## src/rtl/mcmem_bridge_pkg.sv

```systemverilog
// mcmem_bridge_pkg
// Shared definitions for the multicycle-core memory bridge:
//   - mcmem_state_t : bridge FSM states (IDLE/REQ/RESP/DONE)
//   - F3_*          : load/store funct3 encodings (instr[14:12])
//   - is_misaligned : natural-alignment test used when the optional
//                     MCMEM_MISALIGN_CHECK_EN build is selected
package mcmem_bridge_pkg;

  typedef enum logic [1:0] {
    IDLE = 2'd0,
    REQ  = 2'd1,
    RESP = 2'd2,
    DONE = 2'd3
  } mcmem_state_t;

  localparam logic [2:0] F3_LB  = 3'b000;
  localparam logic [2:0] F3_LH  = 3'b001;
  localparam logic [2:0] F3_LW  = 3'b010;
  localparam logic [2:0] F3_LBU = 3'b100;
  localparam logic [2:0] F3_LHU = 3'b101;
  localparam logic [2:0] F3_SB  = 3'b000;
  localparam logic [2:0] F3_SH  = 3'b001;
  localparam logic [2:0] F3_SW  = 3'b010;

  // funct3[1:0] carries the access size for both loads and stores
  // (00 byte, 01 half, 1x word); fetches are always word-sized.
  function automatic logic is_misaligned(input logic [1:0] addr_lo,
                                         input logic [2:0] funct3,
                                         input logic       fetch);
    logic mis;
    if (fetch)
      mis = (addr_lo != 2'b00);
    else if (funct3[1:0] == 2'b00)
      mis = 1'b0;
    else if (funct3[1:0] == 2'b01)
      mis = addr_lo[0];
    else
      mis = (addr_lo != 2'b00);
    return mis;
  endfunction

endpackage

```

## src/rtl/mcmem_load_align.sv

```systemverilog
// mcmem_load_align
// Combinational load lane select and sign/zero extension.
// Ports:
//   i_word    : raw 32-bit bus read word
//   i_addr_lo : byte address bits [1:0] of the access
//   i_funct3  : load funct3 (LB/LH/LW/LBU/LHU; 011/110/111 act as LW)
//   i_fetch   : instruction fetch, forces an unsigned word access
//   o_data    : aligned and extended load result
module mcmem_load_align
  import mcmem_bridge_pkg::*;
(
  input  logic [31:0] i_word,
  input  logic [1:0]  i_addr_lo,
  input  logic [2:0]  i_funct3,
  input  logic        i_fetch,
  output logic [31:0] o_data
);

  logic [7:0]  w_byte;
  logic [15:0] w_half;

  always_comb begin
    w_byte = i_word[7:0];
    case (i_addr_lo)
      2'd0: w_byte = i_word[7:0];
      2'd1: w_byte = i_word[15:8];
      2'd2: w_byte = i_word[23:16];
      2'd3: w_byte = i_word[31:24];
      default: w_byte = i_word[7:0];
    endcase

    // Half lane uses addr[1] only; addr[0] never shifts the data.
    w_half = i_addr_lo[1] ? i_word[31:16] : i_word[15:0];

    o_data = i_word;
    if (!i_fetch) begin
      case (i_funct3)
        F3_LB:   o_data = {{24{w_byte[7]}}, w_byte};
        F3_LBU:  o_data = {24'd0, w_byte};
        F3_LH:   o_data = {{16{w_half[15]}}, w_half};
        F3_LHU:  o_data = {16'd0, w_half};
        default: o_data = i_word;
      endcase
    end
  end

endmodule

```

## src/rtl/mcmem_bridge.sv

```systemverilog
// mcmem_bridge
// Memory-side stage of the multicycle core. Turns the control FSM's
// MemRead/MemWrite strobes into one valid/ready bus transaction, lane-aligns
// stores, aligns/extends loads and holds the core with `stall` while busy.
// Optional build macro: MCMEM_MISALIGN_CHECK_EN (misaligned half/word/fetch
// accesses skip the bus and pulse err_misaligned; otherwise the low address
// bits only select lanes and err_misaligned is tied low).
// Ports:
//   clk, reset_n           : clock, asynchronous active-low reset
//   req_read/req_write     : memory strobes from the control FSM
//   req_is_fetch           : IorD=0, instruction fetch
//   req_addr/req_wdata     : byte address, unshifted store data
//   req_funct3             : instr[14:12]
//   stall                  : hold control FSM and datapath write-enables
//   rdata/rdata_valid      : registered load/fetch result and its DONE pulse
//   err_misaligned         : DONE pulse, access rejected as misaligned
//   err_timeout            : DONE pulse, bus did not answer in MAX_WAIT cycles
//   bus_valid/bus_ready    : request handshake
//   bus_we/bus_addr/bus_wdata/bus_wstrb : request fields (word address)
//   bus_rsp_valid/bus_rdata: read response
module mcmem_bridge
  import mcmem_bridge_pkg::*;
#(
  parameter int MAX_WAIT = 64
) (
  input  logic        clk,
  input  logic        reset_n,
  input  logic        req_read,
  input  logic        req_write,
  input  logic        req_is_fetch,
  input  logic [31:0] req_addr,
  input  logic [31:0] req_wdata,
  input  logic [2:0]  req_funct3,
  output logic        stall,
  output logic [31:0] rdata,
  output logic        rdata_valid,
  output logic        err_misaligned,
  output logic        err_timeout,
  output logic        bus_valid,
  input  logic        bus_ready,
  output logic        bus_we,
  output logic [31:0] bus_addr,
  output logic [31:0] bus_wdata,
  output logic [3:0]  bus_wstrb,
  input  logic        bus_rsp_valid,
  input  logic [31:0] bus_rdata
);

  localparam logic [7:0] LP_CNT_LAST = 8'(MAX_WAIT - 1);

  mcmem_state_t r_state;
  logic [31:0]  r_addr;
  logic [2:0]   r_funct3;
  logic         r_we;
  logic         r_fetch;
  logic [3:0]   r_wstrb;
  logic [31:0]  r_bus_wdata;
  logic [31:0]  r_rdata;
  logic [7:0]   r_cnt;
  logic         r_rdata_valid;
  logic         r_err_mis;
  logic         r_err_to;

  logic         w_req;
  logic         w_mis;
  logic         w_timeout;
  logic [3:0]   w_wstrb;
  logic [31:0]  w_wdata_rep;
  logic [31:0]  w_load_data;

  assign w_req     = req_read | req_write;
  assign w_timeout = (r_cnt == LP_CNT_LAST);

`ifdef MCMEM_MISALIGN_CHECK_EN
  assign w_mis = is_misaligned(req_addr[1:0], req_funct3, req_is_fetch);
`else
  assign w_mis = 1'b0;
`endif

  // Store lane strobes and replication are computed at capture time so the
  // bus fields come straight from registers for the whole REQ phase.
  always_comb begin
    w_wstrb     = 4'b1111;
    w_wdata_rep = req_wdata;
    case (req_funct3[1:0])
      2'b00: begin
        w_wstrb     = 4'b0001 << req_addr[1:0];
        w_wdata_rep = {4{req_wdata[7:0]}};
      end
      2'b01: begin
        w_wstrb     = 4'b0011 << {req_addr[1], 1'b0};
        w_wdata_rep = {2{req_wdata[15:0]}};
      end
      default: begin
        w_wstrb     = 4'b1111;
        w_wdata_rep = req_wdata;
      end
    endcase
  end

  mcmem_load_align u_load_align (
    .i_word    (bus_rdata),
    .i_addr_lo (r_addr[1:0]),
    .i_funct3  (r_funct3),
    .i_fetch   (r_fetch),
    .o_data    (w_load_data)
  );

  always_ff @(posedge clk or negedge reset_n) begin
    if (!reset_n) begin
      r_state       <= IDLE;
      r_addr        <= '0;
      r_funct3      <= '0;
      r_we          <= 1'b0;
      r_fetch       <= 1'b0;
      r_wstrb       <= '0;
      r_bus_wdata   <= '0;
      r_rdata       <= '0;
      r_cnt         <= '0;
      r_rdata_valid <= 1'b0;
      r_err_mis     <= 1'b0;
      r_err_to      <= 1'b0;
    end else begin
      // DONE pulses are set only on the transition into DONE.
      r_rdata_valid <= 1'b0;
      r_err_mis     <= 1'b0;
      r_err_to      <= 1'b0;
      case (r_state)
        IDLE: begin
          if (w_req) begin
            r_addr      <= req_addr;
            r_funct3    <= req_funct3;
            r_we        <= req_write;
            r_fetch     <= req_is_fetch;
            r_wstrb     <= req_write ? w_wstrb : 4'b0000;
            r_bus_wdata <= w_wdata_rep;
            r_cnt       <= '0;
            if (req_read && req_write) begin
              // Illegal combination: complete without touching the bus.
              r_state <= DONE;
            end else if (w_mis) begin
              r_state   <= DONE;
              r_err_mis <= 1'b1;
            end else begin
              r_state <= REQ;
            end
          end
        end
        REQ: begin
          r_cnt <= r_cnt + 8'd1;
          if (bus_ready) begin
            // Writes are posted: no response phase.
            r_state <= r_we ? DONE : RESP;
          end else if (w_timeout) begin
            r_state  <= DONE;
            r_err_to <= 1'b1;
            r_rdata  <= '0;
          end
        end
        RESP: begin
          r_cnt <= r_cnt + 8'd1;
          if (bus_rsp_valid) begin
            r_rdata       <= w_load_data;
            r_rdata_valid <= 1'b1;
            r_state       <= DONE;
          end else if (w_timeout) begin
            r_state  <= DONE;
            r_err_to <= 1'b1;
            r_rdata  <= '0;
          end
        end
        DONE: begin
          // Strobes seen here still belong to the completing access.
          r_state <= IDLE;
        end
        default: r_state <= IDLE;
      endcase
    end
  end

  // Combinational so the control FSM holds from the very first request cycle.
  assign stall = reset_n & (((r_state == IDLE) & w_req) |
                            (r_state == REQ) | (r_state == RESP));

  assign bus_valid      = (r_state == REQ);
  assign bus_we         = r_we;
  assign bus_addr       = {r_addr[31:2], 2'b00};
  assign bus_wdata      = r_bus_wdata;
  assign bus_wstrb      = r_wstrb;
  assign rdata          = r_rdata;
  assign rdata_valid    = r_rdata_valid;
  assign err_misaligned = r_err_mis;
  assign err_timeout    = r_err_to;

endmodule

```

## config.mk

```make
export PLATFORM = sky130hd
export DESIGN_NAME = mcmem_bridge
export DESIGN_NICKNAME = d
export VERILOG_FILES = /design/src/rtl/mcmem_bridge_pkg.sv /design/src/rtl/mcmem_load_align.sv /design/src/rtl/mcmem_bridge.sv
export SDC_FILE = /design/constraint.sdc
export NUM_CORES = 1
export LEC_CHECK = 0
export CAP_MARGIN = 20
export CORE_MARGIN = 4
export CORE_UTILIZATION = 39
export CTS_CLUSTER_DIAMETER = 100
export DETAILED_ROUTE_END_ITERATION = 6
export PLACE_DENSITY = 0.72
export SYNTH_ARGS = -nofsm -noshare
export SYNTH_HDL_FRONTEND = slang
export SYNTH_SLANG_ARGS = --single-unit
```

## constraint.sdc

```tcl
create_clock -name clk -period 3.2 [get_ports clk]
set_input_delay 0.8 -clock clk [delete_from_list [all_inputs] [get_ports clk]]
set_output_delay 0.8 -clock clk [all_outputs]
set_load 0.02 [all_outputs]
```

-- Yosys cells after proc, flatten, opt, wreduce, memory -nomap -nowiden
Index checks and enable logic that the tools add are counted.
- bitwise operators: 5
- $add $sub $neg: 1
- divide/modulo/power cells: 0
- magnitude comparators: 0
- shifts and indexed selects: 2
- reductions and logical operators: 11
- $mul: 0
- equal/unequal tests: 13
- mux-type cells: 26
- operator list (cell ; count):
    two-way mux 32 bit ; 4
    one-hot mux 32 bit (2 select lines) ; 2
    one-hot mux 32 bit (4 select lines) ; 1
    one-hot mux 8 bit (4 select lines) ; 1
    two-way mux 16 bit ; 1
    one-hot mux 8 bit (2 select lines) ; 1
    two-way mux 2 bit ; 5
    adder 8 x 1 -> 8 bit, second input constant ; 1
    equality test 2 bit, second input constant ; 4
    equality test 8 x 6 -> 1 bit, second input constant ; 1
    two-way mux 8 bit ; 1
    one-hot mux 2 bit (4 select lines) ; 1
    one-hot mux 4 bit (2 select lines) ; 1
    equality test 2 x 1 -> 1 bit, second input constant ; 3
    equality test 3 bit, second input constant ; 2
    zero test 2 bit ; 3
    two-way mux 1 bit ; 6
    AND reduction 2 bit ; 3
    two-way mux 4 bit ; 1
    inequality test 2 bit, second input constant ; 2
    nonzero test 2 bit ; 2
    left shift 1 x 2 -> 4 bit, first input constant ; 1
    left shift 2 x 2 -> 4 bit, first input constant ; 1
    equality test 3 x 1 -> 1 bit, second input constant ; 1
    other kinds (6) ; 9
- memories: 0
- latch bits: 0
- bits in registers: 117
- memory bits (read-only): 0
- word-level logic and storage cells: 69
- RAM bits: 0
- input bits: 106

-- Longest topological paths before layout
- depth after elaboration: 6
- gate-level depth with buffers: 7
- depth with buffers taken out: 6

-- Cells and area by module
Synthesis repeated with hierarchy kept, for this count alone.
- cells, all modules: 579
- area total of the unflattened synthesis: 6222.2 um^2
- by module, submodules not included (module ; instances ; area each (um^2) ; cells an instance):
    mcmem_bridge ; 1 ; 5413.9 ; 458
    mcmem_load_align ; 1 ; 808.3 ; 121

-- Worst setup path before layout
OpenSTA, ideal clock, no wires.
- path kind: input to output
- start point: input port req_read
- end point: output port stall
- stages: 3
- setup slack: 703 ps
- arrival time: 1697 ps
- required time: 2400 ps
- cells stage by stage: o21ai_1 > clkbuf_1 > a21boi_0
- word-level cells in the longest chain between the ends: 5
- ends and longest elaborated chain (what ; RTL line ; text):
    start, declared ; mcmem_bridge.sv:28 ; input logic req_read,
    OR 1 bit ; mcmem_bridge.sv:71 ; assign w_req = req_read | req_write;
    bitwise AND 1 bit ; mcmem_bridge.sv:182 ; assign stall = reset_n & (((r_state == IDLE) & w_req) |
    OR 1 bit ; mcmem_bridge.sv:182 ;
    OR 1 bit ; mcmem_bridge.sv:183 ; (r_state == REQ) | (r_state == RESP));
    bitwise AND 1 bit ; mcmem_bridge.sv:182 ;
    end, declared ; mcmem_bridge.sv:34 ; output logic stall,
No other way between the ends.

-- Final worst setup path
Ends and elaborated chain as after synthesis.

==> run summary <==
PostCTS Resize Cnt - 0
Starting Density - 0.401
share of cells above drive strength 1 - 0.155
sequential-to-total area share from yosys stat - 0.522
worst setup margin - 0.130 ns
minimum clock period - 3.07 ns
Max Slew Vio Count - 0
CTS buffer count - 17
Net Sw Frac - 0.359
CP startpoint kind - input port
# Post-CTS Setup Buffers - 0
CP Data Arrival Time - 2.27 ns
post-synthesis cell count - 503
IO Port Bufs - 208
Synth Cell Area - 0.00561 mm2
drt first-iter violations - 180
clock-pin slew on the worst setup and hold paths - 0.05 ns
Psw - 3080 uW
Area growth, synth to finish - 47.6%
ys flop type - dfrtp_1
Routed wire per std cell - 17.3 um
Nets - 795
Yosys reg bits - 117
Top cell by count, worst path - clkdlybuf4s50_1
distinct cell type count after synthesis - 44
Peak Freq - 326 MHz
total grt overflow - 0
Post-synth EDFFs - 0
CTS tree - done
worst setup path category - in2out
cell taking the most area after synthesis - dfrtp_1
asr flop ratio synth - 1.00
# rows - 43
drt total wl - 15.2 mm
vias in the first global route - 4752
Hold Worst Slack - 0.483 ns
most common cell after layout, fill and taps aside - clkdlybuf4s50_1
clock power share - 0.234
Leakage - 0.00351 uW
DRC - 0
Avg Cell Area, Syn - 11.2 um2
Ant. Diodes - 0
Cell Pwr Density - 1030 mW/mm2
RSZ-0062 raised after global routing - false
via count - 4536
Worst Clk Skew - 0.00769 ns
CTS Sinks - 117
maxcap violations - 0
Worst Max-Slew Pin Slew - 1.07 ns
Setup crit start - req_read
gpl congestion - 0.818
# H-tree levels - 4
Worst Path Required - 2.40 ns
largest net degree at the start of global routing - 100
Worst-Skew Late Latency - 0.41 ns
DIE WIDTH - 128 um
CP Capture Type - output pin
r2r startpoint - r_state[0]
TNS Setup - 0 ns
CTS Root Cell - clkbuf_16
pre-CTS setup slack - 0.126 ns
Max stage delay on crit path - 0.66 ns
crit path max fanout - 2
r2r worst-path depth - 6
core area - 0.0140 mm2
Pre-Repair DR Iteration Count - 4
commonest non-fill, non-tap cells in the layout - 207 x clkdlybuf4s50_1, 117 x dfrtp_1, 45 x mux2_2
GRT Util Overall - 0.188
vias per cell - 5.18
area fraction of the dominant cell type after synthesis - 0.522
HP Class - reg2reg
Final ANT Viol Nets - 0
worst vdd ir - 557 uV
YS warnings - 0
Final Hold Fails - 0
Reg power frac - 0.310
Slew HR - 0.286
Gate power share - 0.456
clk buf depth - 2
Top-Level Pins - 212
Internal - 5490 uW
Die Y - 128 um
worst path cell trace - clkdlybuf4s50_1 -> o21ai_4 -> a21boi_0 -> clkdlybuf4s50_1
Tcrit/Tclk final - 0.959
initial antenna violation count - 0
total power - 8570 uW
Post-DP HPWL - 11.3 mm
cts hold-fix bufs - 0
hold_sp - bus_wdata[28]
Synth area leaders - dfrtp_1 52%, mux2_2 9.0%, mux2i_1 5.4%
global-route wire length before repair - 24.4 mm
final setup vio count - 0
slowest CP cell - clkdlybuf4s50_1
status - finished clean
die area - 0.0164 mm2
hold depth - 2
[cells in the mapped netlist (2+ instances only)]
| cell type | instances |
|---|---|
| xnor2_1 | 6 |
| nor2_1 | 32 |
| inv_1 | 4 |
| ha_1 | 5 |
| nor2b_1 | 11 |
| nor3b_1 | 3 |
| mux2_2 | 45 |
| a221o_2 | 2 |
| buf_2 | 3 |
| buf_6 | 3 |
| buf_4 | 33 |
| nor4_1 | 6 |
| dfrtp_1 | 117 |
| a22oi_1 | 7 |
| nand3_1 | 10 |
| a211o_2 | 8 |
| a211oi_1 | 7 |
| nor3_1 | 2 |
| or2_2 | 2 |
| a21oi_1 | 28 |
| o21ai_0 | 37 |
| mux2i_1 | 30 |
| clkbuf_1 | 22 |
| nand2_1 | 40 |
| a221o_1 | 21 |
[power by group through the flow]
stage	Clock (uW)	Sequential, uW	Combinational (uW)
after floorplan	0	3020	2030
after global placement	0	2620	3860
after detailed placement	0	2670	3940
after CTS	2050	2660	3960
after global routing	2110	2750	4220
final	2000	2650	3910
[critical path: cells and delay by family]
family | cells | cell delay (ns)
buf+inv | 2 | 1.19
compound gates | 2 | 0.27
[per-stage QoR]
stage	std cells	area, um2	util
after floorplan	505	5620	-
after global placement	845	7660	0.547
after detailed placement	845	7660	0.547
after CTS	876	8280	0.592
after global routing	876	8280	0.592
final	876	8280	0.592
[state kept, by name, summed over array words and instances (netlist names)]
signal       count
r_fetch          1
r_state          2
rdata_valid      1
bus_wstrb        4
r_addr          32
bus_wdata       32
rdata           32
r_funct3         3
r_cnt            8
bus_we           1
err_timeout      1
[area by class of cell]
class	instances	area [um2]
Clock buffer	21	470
Clock inverter	10	153
Fill cell	1137	5710
Inverter	4	15.0
Multi-Input combinational cell	322	2300
Sequential cell	117	2930
Tap cell	180	225
Timing Repair Buffer	222	2180
[final timing paths]
check,slack (ns),end
max reg2reg,0.82,rdata[23]
min in group asynchronous,0.61,bus_we
max,0.13,stall
max in group asynchronous,1.46,bus_wdata[0]
min,0.48,bus_wdata[28]
min reg2reg,0.48,bus_wdata[28]
[kinds of logic after synthesis]
kind of cell,share of synthesized area
AO/OA/AOI/OAI,0.146
XOR/XNOR,0.00936
adder cells (fa/ha/maj),0.0111
buffers and inverters,0.0709
flip-flops,0.522
multiplexers,0.144
other,0.000668
AND/OR/NAND/NOR,0.0961
[per-layer routing]
metal  vias to the layer above  global-route usage  wire [um]
li1                       2147                   -          -
met1                      2213               0.222       6250
met2                       162               0.302       7460
met3                        14              0.0808       1300
met4                         0              0.0762        170
met5                         -                   0          0
No activity file was read; power rests on OpenSTA's default activity.
